<file path="src/rtl/lamp_fpu_sqrt_issue.sv">
// Issue/retire controller for the bfloat16 square-root unit.
// Accepts one raw operand, unpacks and classifies it, fires a single-cycle
// start pulse at the sqrt unit, then waits for its completion (or a timeout)
// and presents the repacked result under a valid/ready handshake.
module lamp_fpu_sqrt_issue #(
    parameter int E_DW    = 8,
    parameter int F_DW    = 7,
    parameter int TIMEOUT = 32
) (
    input  logic                clk,
    input  logic                rst,
    input  logic                op_valid_i,
    output logic                op_ready_o,
    input  logic [E_DW+F_DW:0]  op_i,
    output logic                doSqrt_o,
    output logic                signum_op_o,
    output logic [E_DW-1:0]     extExp_op_o,
    output logic [F_DW:0]       extMant_op_o,
    output logic                isInf_op_o,
    output logic                isZero_op_o,
    output logic                isSNAN_op_o,
    output logic                isQNAN_op_o,
    input  logic                sqrt_s_i,
    input  logic [E_DW-1:0]     sqrt_e_i,
    input  logic [F_DW-1:0]     sqrt_f_i,
    input  logic                sqrt_valid_i,
    output logic                res_valid_o,
    input  logic                res_ready_i,
    output logic [E_DW+F_DW:0]  res_o,
    output logic                timeout_o
);

    localparam int W    = 1 + E_DW + F_DW;
    localparam int TO_W = $clog2(TIMEOUT + 1);
    localparam logic [TO_W-1:0] TO_LAST = TO_W'(TIMEOUT - 1);
    // Canonical quiet NaN: positive, all-ones exponent, top fraction bit set.
    localparam logic [W-1:0] QNAN = {1'b0, {E_DW{1'b1}}, 1'b1, {(F_DW-1){1'b0}}};

    typedef enum logic [1:0] {
        IDLE  = 2'd0,
        ISSUE = 2'd1,
        WAIT  = 2'd2,
        DONE  = 2'd3
    } state_t;

    state_t state_reg, state_next;

    logic [TO_W-1:0] timer_reg;
    logic            signum_reg;
    logic [E_DW-1:0] ext_exp_reg;
    logic [F_DW:0]   ext_mant_reg;
    logic            is_inf_reg;
    logic            is_zero_reg;
    logic            is_snan_reg;
    logic            is_qnan_reg;
    logic [W-1:0]    res_reg;
    logic            timeout_reg;

    // Raw operand fields and exponent/fraction classification terms.
    logic            op_s;
    logic [E_DW-1:0] op_e;
    logic [F_DW-1:0] op_f;
    logic            e_zero;
    logic            e_max;
    logic            f_zero;

    assign op_s   = op_i[W-1];
    assign op_e   = op_i[W-2:F_DW];
    assign op_f   = op_i[F_DW-1:0];
    assign e_zero = (op_e == '0);
    assign e_max  = &op_e;
    assign f_zero = (op_f == '0);

    // State register.
    always_ff @(posedge clk or negedge rst) begin
        if (!rst) begin
            state_reg <= IDLE;
        end else begin
            state_reg <= state_next;
        end
    end

    // Next-state decode and handshake/strobe outputs.
    always_comb begin
        state_next  = state_reg;
        op_ready_o  = 1'b0;
        doSqrt_o    = 1'b0;
        res_valid_o = 1'b0;
        case (state_reg)
            IDLE: begin
                // Held low while reset is asserted so every output reads 0.
                op_ready_o = rst;
                if (op_valid_i) begin
                    state_next = ISSUE;
                end
            end
            ISSUE: begin
                doSqrt_o   = 1'b1;
                state_next = WAIT;
            end
            WAIT: begin
                // A completion on the last timer cycle still counts as real.
                if (sqrt_valid_i || (timer_reg == TO_LAST)) begin
                    state_next = DONE;
                end
            end
            DONE: begin
                res_valid_o = 1'b1;
                if (res_ready_i) begin
                    state_next = IDLE;
                end
            end
            default: begin
                state_next = IDLE;
            end
        endcase
    end

    // Operand capture, wait timer and result capture.
    always_ff @(posedge clk or negedge rst) begin
        if (!rst) begin
            timer_reg    <= '0;
            signum_reg   <= 1'b0;
            ext_exp_reg  <= '0;
            ext_mant_reg <= '0;
            is_inf_reg   <= 1'b0;
            is_zero_reg  <= 1'b0;
            is_snan_reg  <= 1'b0;
            is_qnan_reg  <= 1'b0;
            res_reg      <= '0;
            timeout_reg  <= 1'b0;
        end else begin
            case (state_reg)
                IDLE: begin
                    if (op_valid_i) begin
                        signum_reg   <= op_s;
                        ext_exp_reg  <= op_e;
                        // Denormals are flushed to zero; the sign survives.
                        ext_mant_reg <= e_zero ? '0 : {1'b1, op_f};
                        is_zero_reg  <= e_zero;
                        is_inf_reg   <= e_max & f_zero;
                        is_qnan_reg  <= e_max & op_f[F_DW-1];
                        is_snan_reg  <= e_max & ~f_zero & ~op_f[F_DW-1];
                    end
                end
                ISSUE: begin
                    timer_reg <= '0;
                end
                WAIT: begin
                    timer_reg <= timer_reg + TO_W'(1);
                    if (sqrt_valid_i) begin
                        res_reg     <= {sqrt_s_i, sqrt_e_i, sqrt_f_i};
                        timeout_reg <= 1'b0;
                    end else if (timer_reg == TO_LAST) begin
                        res_reg     <= QNAN;
                        timeout_reg <= 1'b1;
                    end
                end
                DONE: begin
                    if (res_ready_i) begin
                        timeout_reg <= 1'b0;
                    end
                end
                default: begin
                    timer_reg <= '0;
                end
            endcase
        end
    end

    assign signum_op_o  = signum_reg;
    assign extExp_op_o  = ext_exp_reg;
    assign extMant_op_o = ext_mant_reg;
    assign isInf_op_o   = is_inf_reg;
    assign isZero_op_o  = is_zero_reg;
    assign isSNAN_op_o  = is_snan_reg;
    assign isQNAN_op_o  = is_qnan_reg;
    assign res_o        = res_reg;
    assign timeout_o    = timeout_reg;

endmodule
</file>
<file path="config.mk">
export PLATFORM = sky130hd
export DESIGN_NAME = lamp_fpu_sqrt_issue
export DESIGN_NICKNAME = d
export VERILOG_FILES = /design/src/rtl/lamp_fpu_sqrt_issue.sv
export SDC_FILE = /design/constraint.sdc
export NUM_CORES = 1
export LEC_CHECK = 0
export ABC_AREA = 1
export ABC_CLOCK_PERIOD_IN_PS = 1900
export CORE_MARGIN = 10
export CORE_UTILIZATION = 40
export CTS_CLUSTER_SIZE = 16
export DETAILED_ROUTE_END_ITERATION = 7
export HOLD_SLACK_MARGIN = 0.05
export PLACE_DENSITY = 0.76
export SYNTH_ARGS = -nofsm -noshare
export SYNTH_HDL_FRONTEND = slang
export SYNTH_SLANG_ARGS = --single-unit
</file>
<file path="constraint.sdc">
create_clock -name clk -period 1.9 [get_ports clk]
set_input_delay 0.38 -clock clk [delete_from_list [all_inputs] [get_ports clk]]
set_output_delay 0.38 -clock clk [all_outputs]
set_load 0.005 [all_outputs]
</file>
# == Word level (Yosys, flattened, before mapping) ==
# Index checks and enable logic that the tools add are counted.
# totals
input_bits,37
mem_bits_ro,0
ff_bits,46
ramBits,0
elab_cells,53
memories,0
latch_bits,0
# classes
mul,0
n_div,0
n_reduce_logical,12
n_bitwise,6
muxes,15
order_cmp,0
n_eq_ne,8
addsub,1
n_shift,0
# op_table
op,count
$mux W16,2
$pmux W6 S2,1
$logic_not A8 Y1,1
$mux W8,1
$pmux W2 S4,1
$reduce_and A8 Y1,1
$logic_not A7 Y1,1
$add A6 B1 Y6 const B,1
$eq A6 B5 Y1 const B,1
$mux W1,6
$mux W2,3
$ne A2 B2 Y1 const B,3
$reduce_and A3 Y1,2
$reduce_bool A2 Y1,3
$and A1 B1 Y1,4
$eq A2 B2 Y1 const B,2
$reduce_and A2 Y1,2
$ne A3 B3 Y1 const B,1
$eq A2 B1 Y1 const B,1
$logic_not A2 Y1,1
$not A1 Y1,2
$pmux W1 S2,1
$logic_or A1 B1 Y1,1

# == Logic depth before layout (Yosys ltp) ==
# Gate-level depths: netlist (run 1).
# depth
word_depth,4
mapped_depth,9

# == Least setup slack after synthesis (run 1) ==
# No wires, ideal clock.
# synth_timing
path_type,register -> register
from,register state_reg[0]
to,register timer_reg[5]
arrival_time_ns,1.354
slack_ns,0.475
path_buffers,1
required_time_ns,1.829
synth_period_minus_slack_ns,1.425
stages_incl_launch_ff,10
setup_time_ns,0.071
path_cell_list,dfrtp_1 > inv_1 > ha_1 > buf_2 > nand2_1 > nor3_2 > nand3_1 > nand2_1 > nand2_1 > nor2_1
# synth_via
elab_chain_cells,2
word_cells_on_any_way,4
# synth_lines
element,line,text
start: declaration,46,"state_t state_reg, state_next;"
start signal: assignment,79,state_reg <= state_next;
$eq A2 B2 Y1 / $eq A2 B1 Y1 (equally long branches),133,case (state_reg)
$pmux W6 S2 / $reduce_bool A2 Y1 (equally long branches),-,
end signal: assignment,150,timer_reg <= timer_reg + TO_W'(1);
end: declaration,48,logic [TO_W-1:0] timer_reg;
# Parallel ways exist; a longest one is shown, timed or not.
# A chain may end at the register's enable or synchronous reset.

# == Worst setup path in the final report (run 1) ==
# layout_timing
from,register state_reg[0]
to,output port doSqrt_o
# layout_via
elab_chain_cells,2
# layout_lines
element,line,text
$eq A2 B1 Y1,89,case (state_reg)
$mux W1,89,
end: declaration,15,"output logic doSqrt_o,"
# No other way between the ends.

==> results of run 1 <==
## stage by stage
stage,setup WS (ns),hold WS [ns],std cells,utilization
floorplan,0.475,0.0844,246,-
global placement,0.238,0.453,390,0.576
detailed placement,0.187,0.457,390,0.576
CTS,0.0426,0.226,400,0.596
global route,0.000889,0.250,400,0.596
finish,0.0583,0.206,400,0.596
## worst paths after layout
| kind | cells after the start | from | slack, ns | endpoint |
|---|---|---|---|---|
| worst max-delay path | 3 | state_reg[0] | 0.06 | doSqrt_o |
| worst min-delay path | 2 | rst | 0.21 | res_o[11] |
| worst max register to register | 8 | state_reg[0] | 0.38 | isInf_op_o |
| worst min register to register | 2 | res_o[2] | 0.47 | res_o[2] |
| max in group asynchronous | 2 | rst | 1.31 | res_o[8] |
| min in group clk | 2 | res_o[2] | 0.47 | res_o[2] |
## what timing repair did
action	CTS	global route
setup buffers	3	0
setup endpoints to repair	1	0
gates resized for setup	5	0
## synth_stat cells (all sizes together)
| cell | n | area share |
|---|---|---|
| a21oi | 13 | 0.047 |
| buf | 6 | 0.018 |
| clkbuf | 1 | 0.0018 |
| dfrtp | 46 | 0.55 |
| ha | 6 | 0.036 |
| inv | 32 | 0.057 |
| nand2 | 90 | 0.17 |
| nand3 | 8 | 0.019 |
| nand4 | 5 | 0.015 |
| nor2 | 23 | 0.043 |
| nor3 | 3 | 0.0095 |
| o21ai | 9 | 0.021 |
| or2 | 3 | 0.0089 |
| xnor2 | 1 | 0.0042 |
## cell type report
type	instances	area share
tap	70	0.0288
inverter	32	0.0395
clock buffer	6	0.0238
multi-input combinational	161	0.259
timing repair buffer	84	0.268
sequential	46	0.378
clock inverter	1	0.00247
## where the power goes
group / leakage [nW] / internal, mW / switching, mW
clock: 0.0373 / 0.253 / 0.323
combinational: 0.916 / 1.09 / 0.911
sequential: 0.567 / 1.38 / 0.223
total: 1.52 / 2.72 / 1.46
## cells in the final DEF (no fill, tap or decap)
master	instances
nand2_1	86
ha_1	5
nand2_2	2
nand4_1	5
ha_2	1
nand2_4	2
inv_1	28
nor3_2	1
clkinvlp_4	1
nor3_1	2
clkbuf_8	5
nor2_1	21
nor2_2	2
or2_2	2
dlygate4sd2_1	2
xnor2_1	1
clkdlybuf4s50_1	74
nand3_1	8
o21ai_0	9
a21oi_2	9
clkbuf_1	1
buf_2	1
dfrtp_1	46
buf_4	7
inv_2	4
or2_1	1
a21oi_1	4
## routing by layer
| layer | GRT usage | part of all wire |
|---|---|---|
| met5 | 0 | 0 |
| met1 | 0.144 | 0.43 |
| met4 | 0.0347 | 0.0098 |
| met2 | 0.199 | 0.46 |
| met3 | 0.0759 | 0.10 |
## cells by family after synthesis
group	Yosys count
simple gates	132
flops	46
buf+inv	39
compound gates	22
fa+ha+maj	6
xor+xnor	1
## worst max-delay path, delay by kind of cell, from the launching register on
family / cells / cell delay, ns
fa+ha+maj: 1 / 0.18
flops: 1 / 0.41
buf+inv: 2 / 0.58
==> results.sh, run 1 <==
export IMPL_ys_seq_area_frac=0.548
export IMPL_wire_per_inst_um=13.6
export IMPL_synth_xor_area_frac=0.00417
export IMPL_core_mm2=0.00511
export IMPL_h_tree_depth=2
export IMPL_peakVddDrop_uv=731
export IMPL_layout_nets=373
export IMPL_fillerInstances=481
export IMPL_drc=0
export IMPL_grt_ovfl_total=0
export IMPL_setup_violations=0
export IMPL_p_per_area_mw_per_mm2=1370
export IMPL_cts_buffers=5
export IMPL_via_per_inst=4.55
export IMPL_critPathLaunchType="register"
export IMPL_status="complete, no violations"
export IMPL_skew_ns=0.00306
export IMPL_clkSinkCount=46
export IMPL_yosys_register_bits=46
export IMPL_place_area_mm2=0.00294
export IMPL_timing_slew_headroom=0.621
export IMPL_dp_hpwl_mm=4.24
export IMPL_max_freq_ghz=0.543
export IMPL_cp_arrival_ns=1.46
export IMPL_die_area_mm2=0.00855
export IMPL_synthesis_area_mm2=0.00210
export IMPL_seq_area_mm2=0.00115
export IMPL_clkSlewWorstSetupHoldPaths_ns=0.08
export IMPL_ant_nets=0
export IMPL_rows=26
export IMPL_synth_compound_area_frac=0.0685
export IMPL_routed_wl_mm=5.42
export IMPL_multiInputGateArea_um2=790
export IMPL_tritoncts="yes"
export IMPL_slew_viol_final=0
export IMPL_synth_distinct_cells=23
export IMPL_hold_buffers=0
export IMPL_grt_pass1_wl_mm=8.89
export IMPL_vias=1820
export IMPL_area_delta_synth_final_pct=44.9
export IMPL_yosys_area_share_simple=0.266
export IMPL_clock_path_buffers=2
export IMPL_rsz0062_at_grt="no"
export IMPL_initial_core_util=0.411
export IMPL_clock_latency_ns=0.30
export IMPL_antenna_found_initial=0
export IMPL_die_h_um=92.5
export IMPL_max_stage_delay_ns=0.44
export IMPL_drive_gt1_frac=0.112
export IMPL_worstPathRequired_ns=1.52
export IMPL_synth_mux_area_frac=0
export IMPL_grt_total_usage=0.127
export IMPL_drtIter0Drc=77
export IMPL_cap_violations=0
export IMPL_worst_setup_path_type="register to primary output"
export IMPL_antenna_cells=0
export IMPL_grt_max_degree=47
export IMPL_critical_path_cell_chain="buf_4 -> ha_1 -> clkdlybuf4s50_1"
export IMPL_place_gp_congestion=0.815
export IMPL_io_pins=78
export IMPL_synth_warning_count=0
export IMPL_largest_register_ffs=16
export IMPL_worstSetupEndpointType="primary output"
export IMPL_setup_tns_ns=0
export IMPL_synth_top_family_by_area="simple AND/OR/NAND/NOR gates"
export IMPL_layout_min_cycle_time_ns=1.84
export IMPL_finalPower_mw=4.18
export IMPL_avgSynthCellArea_um2=8.54
export IMPL_portBuffers=77
export IMPL_stdcell_area_mm2=0.00304
export IMPL_synthAdderAreaFrac=0.0357
export IMPL_slowest_stage="clkdlybuf4s50_1"
export IMPL_hold_path_class="input port to async pin"
export IMPL_syn_inst=246
export IMPL_grt_pass1_vias=1892
export IMPL_p_leak_nw=1.52
export IMPL_post_route_period_util=0.969
export IMPL_root_buffer="clkbuf_8"
export IMPL_critical_path_peak_fanout=3
export IMPL_hold_viol=0
export IMPL_drt_pass1_iterations=4
export IMPL_syn_num_nets=289
export IMPL_tightest_slew_ns=0.568
export IMPL_die_width_um=92.5
Note: power is estimated with default switching activity, not from simulation.
==> inputs of run 2 (changes only) <==
--- a/config.mk
+++ b/config.mk
@@ -7,6 +7,8 @@
 export LEC_CHECK = 0
 export ABC_AREA = 1
 export ABC_CLOCK_PERIOD_IN_PS = 1900
+export CAP_MARGIN = 10
+export CORE_ASPECT_RATIO = 1.25
 export CORE_MARGIN = 10
 export CORE_UTILIZATION = 40
 export CTS_CLUSTER_SIZE = 16
==> run 2 against run 1 <==
Count of clock-buffer cells in the layout did not move. Wire length fell by 2.8%. Die area rose by 0.21%. Critical endpoint is now res_valid_o. Cell area rose by 0.62%. Highest routed layer unchanged. Sequential share of layout area fell by 0.23 points. Clock skew rose by 0.0073 ns.
==> results.sh, run 2 (synthesized netlist as in run 1, its figures left out) <==
export IMPL_status="complete, no violations"
export IMPL_vias=1795
export IMPL_max_freq_ghz=0.586
export IMPL_grt_pass1_wl_mm=8.83
export IMPL_hold_path_class="input port to async pin"
export IMPL_grt_pass1_vias=1943
export IMPL_timing_slew_headroom=0.617
export IMPL_rows=29
export IMPL_ant_nets=0
export IMPL_drive_gt1_frac=0.115
export IMPL_drc=0
export IMPL_cts_buffers=5
export IMPL_grt_max_degree=47
export IMPL_clkSinkCount=46
export IMPL_routed_wl_mm=5.27
export IMPL_setup_ws_ns=0.195
export IMPL_die_width_um=84.8
export IMPL_grt_ovfl_total=0
export IMPL_skew_ns=0.0104
export IMPL_worstSetupEndpointType="primary output"
export IMPL_layout_nets=373
export IMPL_p_leak_nw=1.54
export IMPL_clock_latency_ns=0.30
export IMPL_area_delta_synth_final_pct=45.8
export IMPL_peakVddDrop_uv=681
export IMPL_hold_viol=0
export IMPL_root_buffer="clkbuf_8"
export IMPL_portBuffers=77
export IMPL_grt_total_usage=0.125
export IMPL_cap_violations=0
export IMPL_via_per_inst=4.57
export IMPL_post_route_period_util=0.897
export IMPL_tritoncts="yes"
export IMPL_p_per_area_mw_per_mm2=1410
export IMPL_clock_path_buffers=2
export IMPL_die_area_mm2=0.00857
export IMPL_rsz0062_at_grt="no"
export IMPL_worstPathRequired_ns=1.52
export IMPL_critical_path_peak_fanout=3
export IMPL_largest_register_ffs=16
export IMPL_clkSlewWorstSetupHoldPaths_ns=0.08
export IMPL_worst_setup_path_type="register to primary output"
export IMPL_critPathLaunchType="register"
export IMPL_slew_viol_final=0
export IMPL_io_pins=78
export IMPL_die_h_um=101
export IMPL_antenna_found_initial=0
export IMPL_mostFrequentLayoutCells="nand2_1 (86), clkdlybuf4s50_1 (73), dfrtp_1 (46)"
export IMPL_pre_cts_slack_ns=0.187
export IMPL_place_area_mm2=0.00293
export IMPL_setup_violations=0
export IMPL_stdcell_area_mm2=0.00306
export IMPL_tightest_slew_ns=0.575
export IMPL_antenna_cells=0
export IMPL_wire_per_inst_um=13.4
export IMPL_h_tree_depth=2
export IMPL_cp_arrival_ns=1.33
export IMPL_layout_min_cycle_time_ns=1.71
export IMPL_dp_hpwl_mm=4.08
export IMPL_core_mm2=0.00508
export IMPL_drt_pass1_iterations=4
export IMPL_place_gp_congestion=0.807
export IMPL_setup_tns_ns=0
export IMPL_layout_commonest_cell="nand2_1"
export IMPL_drtIter0Drc=49
export IMPL_initial_core_util=0.414
[run 2: cell types whose count changed in the layout (fill, tap and decap cells not counted), sizes merged]
cell | previous run | this run
dlygate4sd2 | 2 | 3
bufinv | 0 | 1
clkdlybuf4s50 | 74 | 73
[run 2: worst max-delay path, stage by stage, from the launching register on]
cell and delay (ns):
dfrtp_1 0.40, buf_4 0.15, ha_1 0.20, dlygate4sd2_1 0.28
[run 2: path summary, 6_finish.rpt]
kind / from / to / slack (ns) / cells past startpoint
setup / recovery: state_reg[0] / res_valid_o / 0.19 / 3
hold / removal: rst / extExp_op_o[3] / 0.17 / 2
setup reg to reg: state_reg[0] / timer_reg[5] / 0.40 / 8
hold reg to reg: res_o[5] / res_o[5] / 0.48 / 2
max in group asynchronous: rst / extExp_op_o[0] / 1.34 / 2
min in group clk: res_o[5] / res_o[5] / 0.48 / 2
[run 2: repair_timing]
action                                  CTS  global route
hold buffers                              0             0
endpoints found under the hold margin     0             0
setup buffers                             3             0
endpoints found under the setup margin    2             0
resized for setup                         6             0
[run 2: final cells by class]
class,instances,area (um^2)
fillers,457,2020
flip-flops and latches,46,1150
repair buffers,84,815
multi-input cells,161,790
inverters,32,120
well taps,62,77.6
clock buffers,6,72.6
clock inverters,2,37.5
[run 2: power breakdown]
| part | switching (mW) | internal, mW |
|---|---|---|
| Sequential | 0.213 | 1.38 |
| Clock | 0.331 | 0.393 |
| Combinational | 0.917 | 1.09 |
| Total | 1.46 | 2.86 |
[run 2: routing by layer]
| metal | up-vias | global-route usage | wire length (um) |
|---|---|---|---|
| li1 | 922 | - | - |
| met1 | 801 | 0.127 | 2130 |
| met2 | 64 | 0.197 | 2350 |
| met3 | 8 | 0.0833 | 712 |
| met4 | 0 | 0.0533 | 86 |
| met5 | - | 0 | 0 |
[run 2: through the flow]
step	power [mW]	hold WS, ns	util	instances
floorplan	2.51	0.0844	-	246
global placement	3.55	0.455	0.577	382
detailed placement	3.60	0.463	0.577	382
CTS	4.38	0.198	0.603	393
global route	4.69	0.210	0.603	393
finish	4.32	0.171	0.603	393
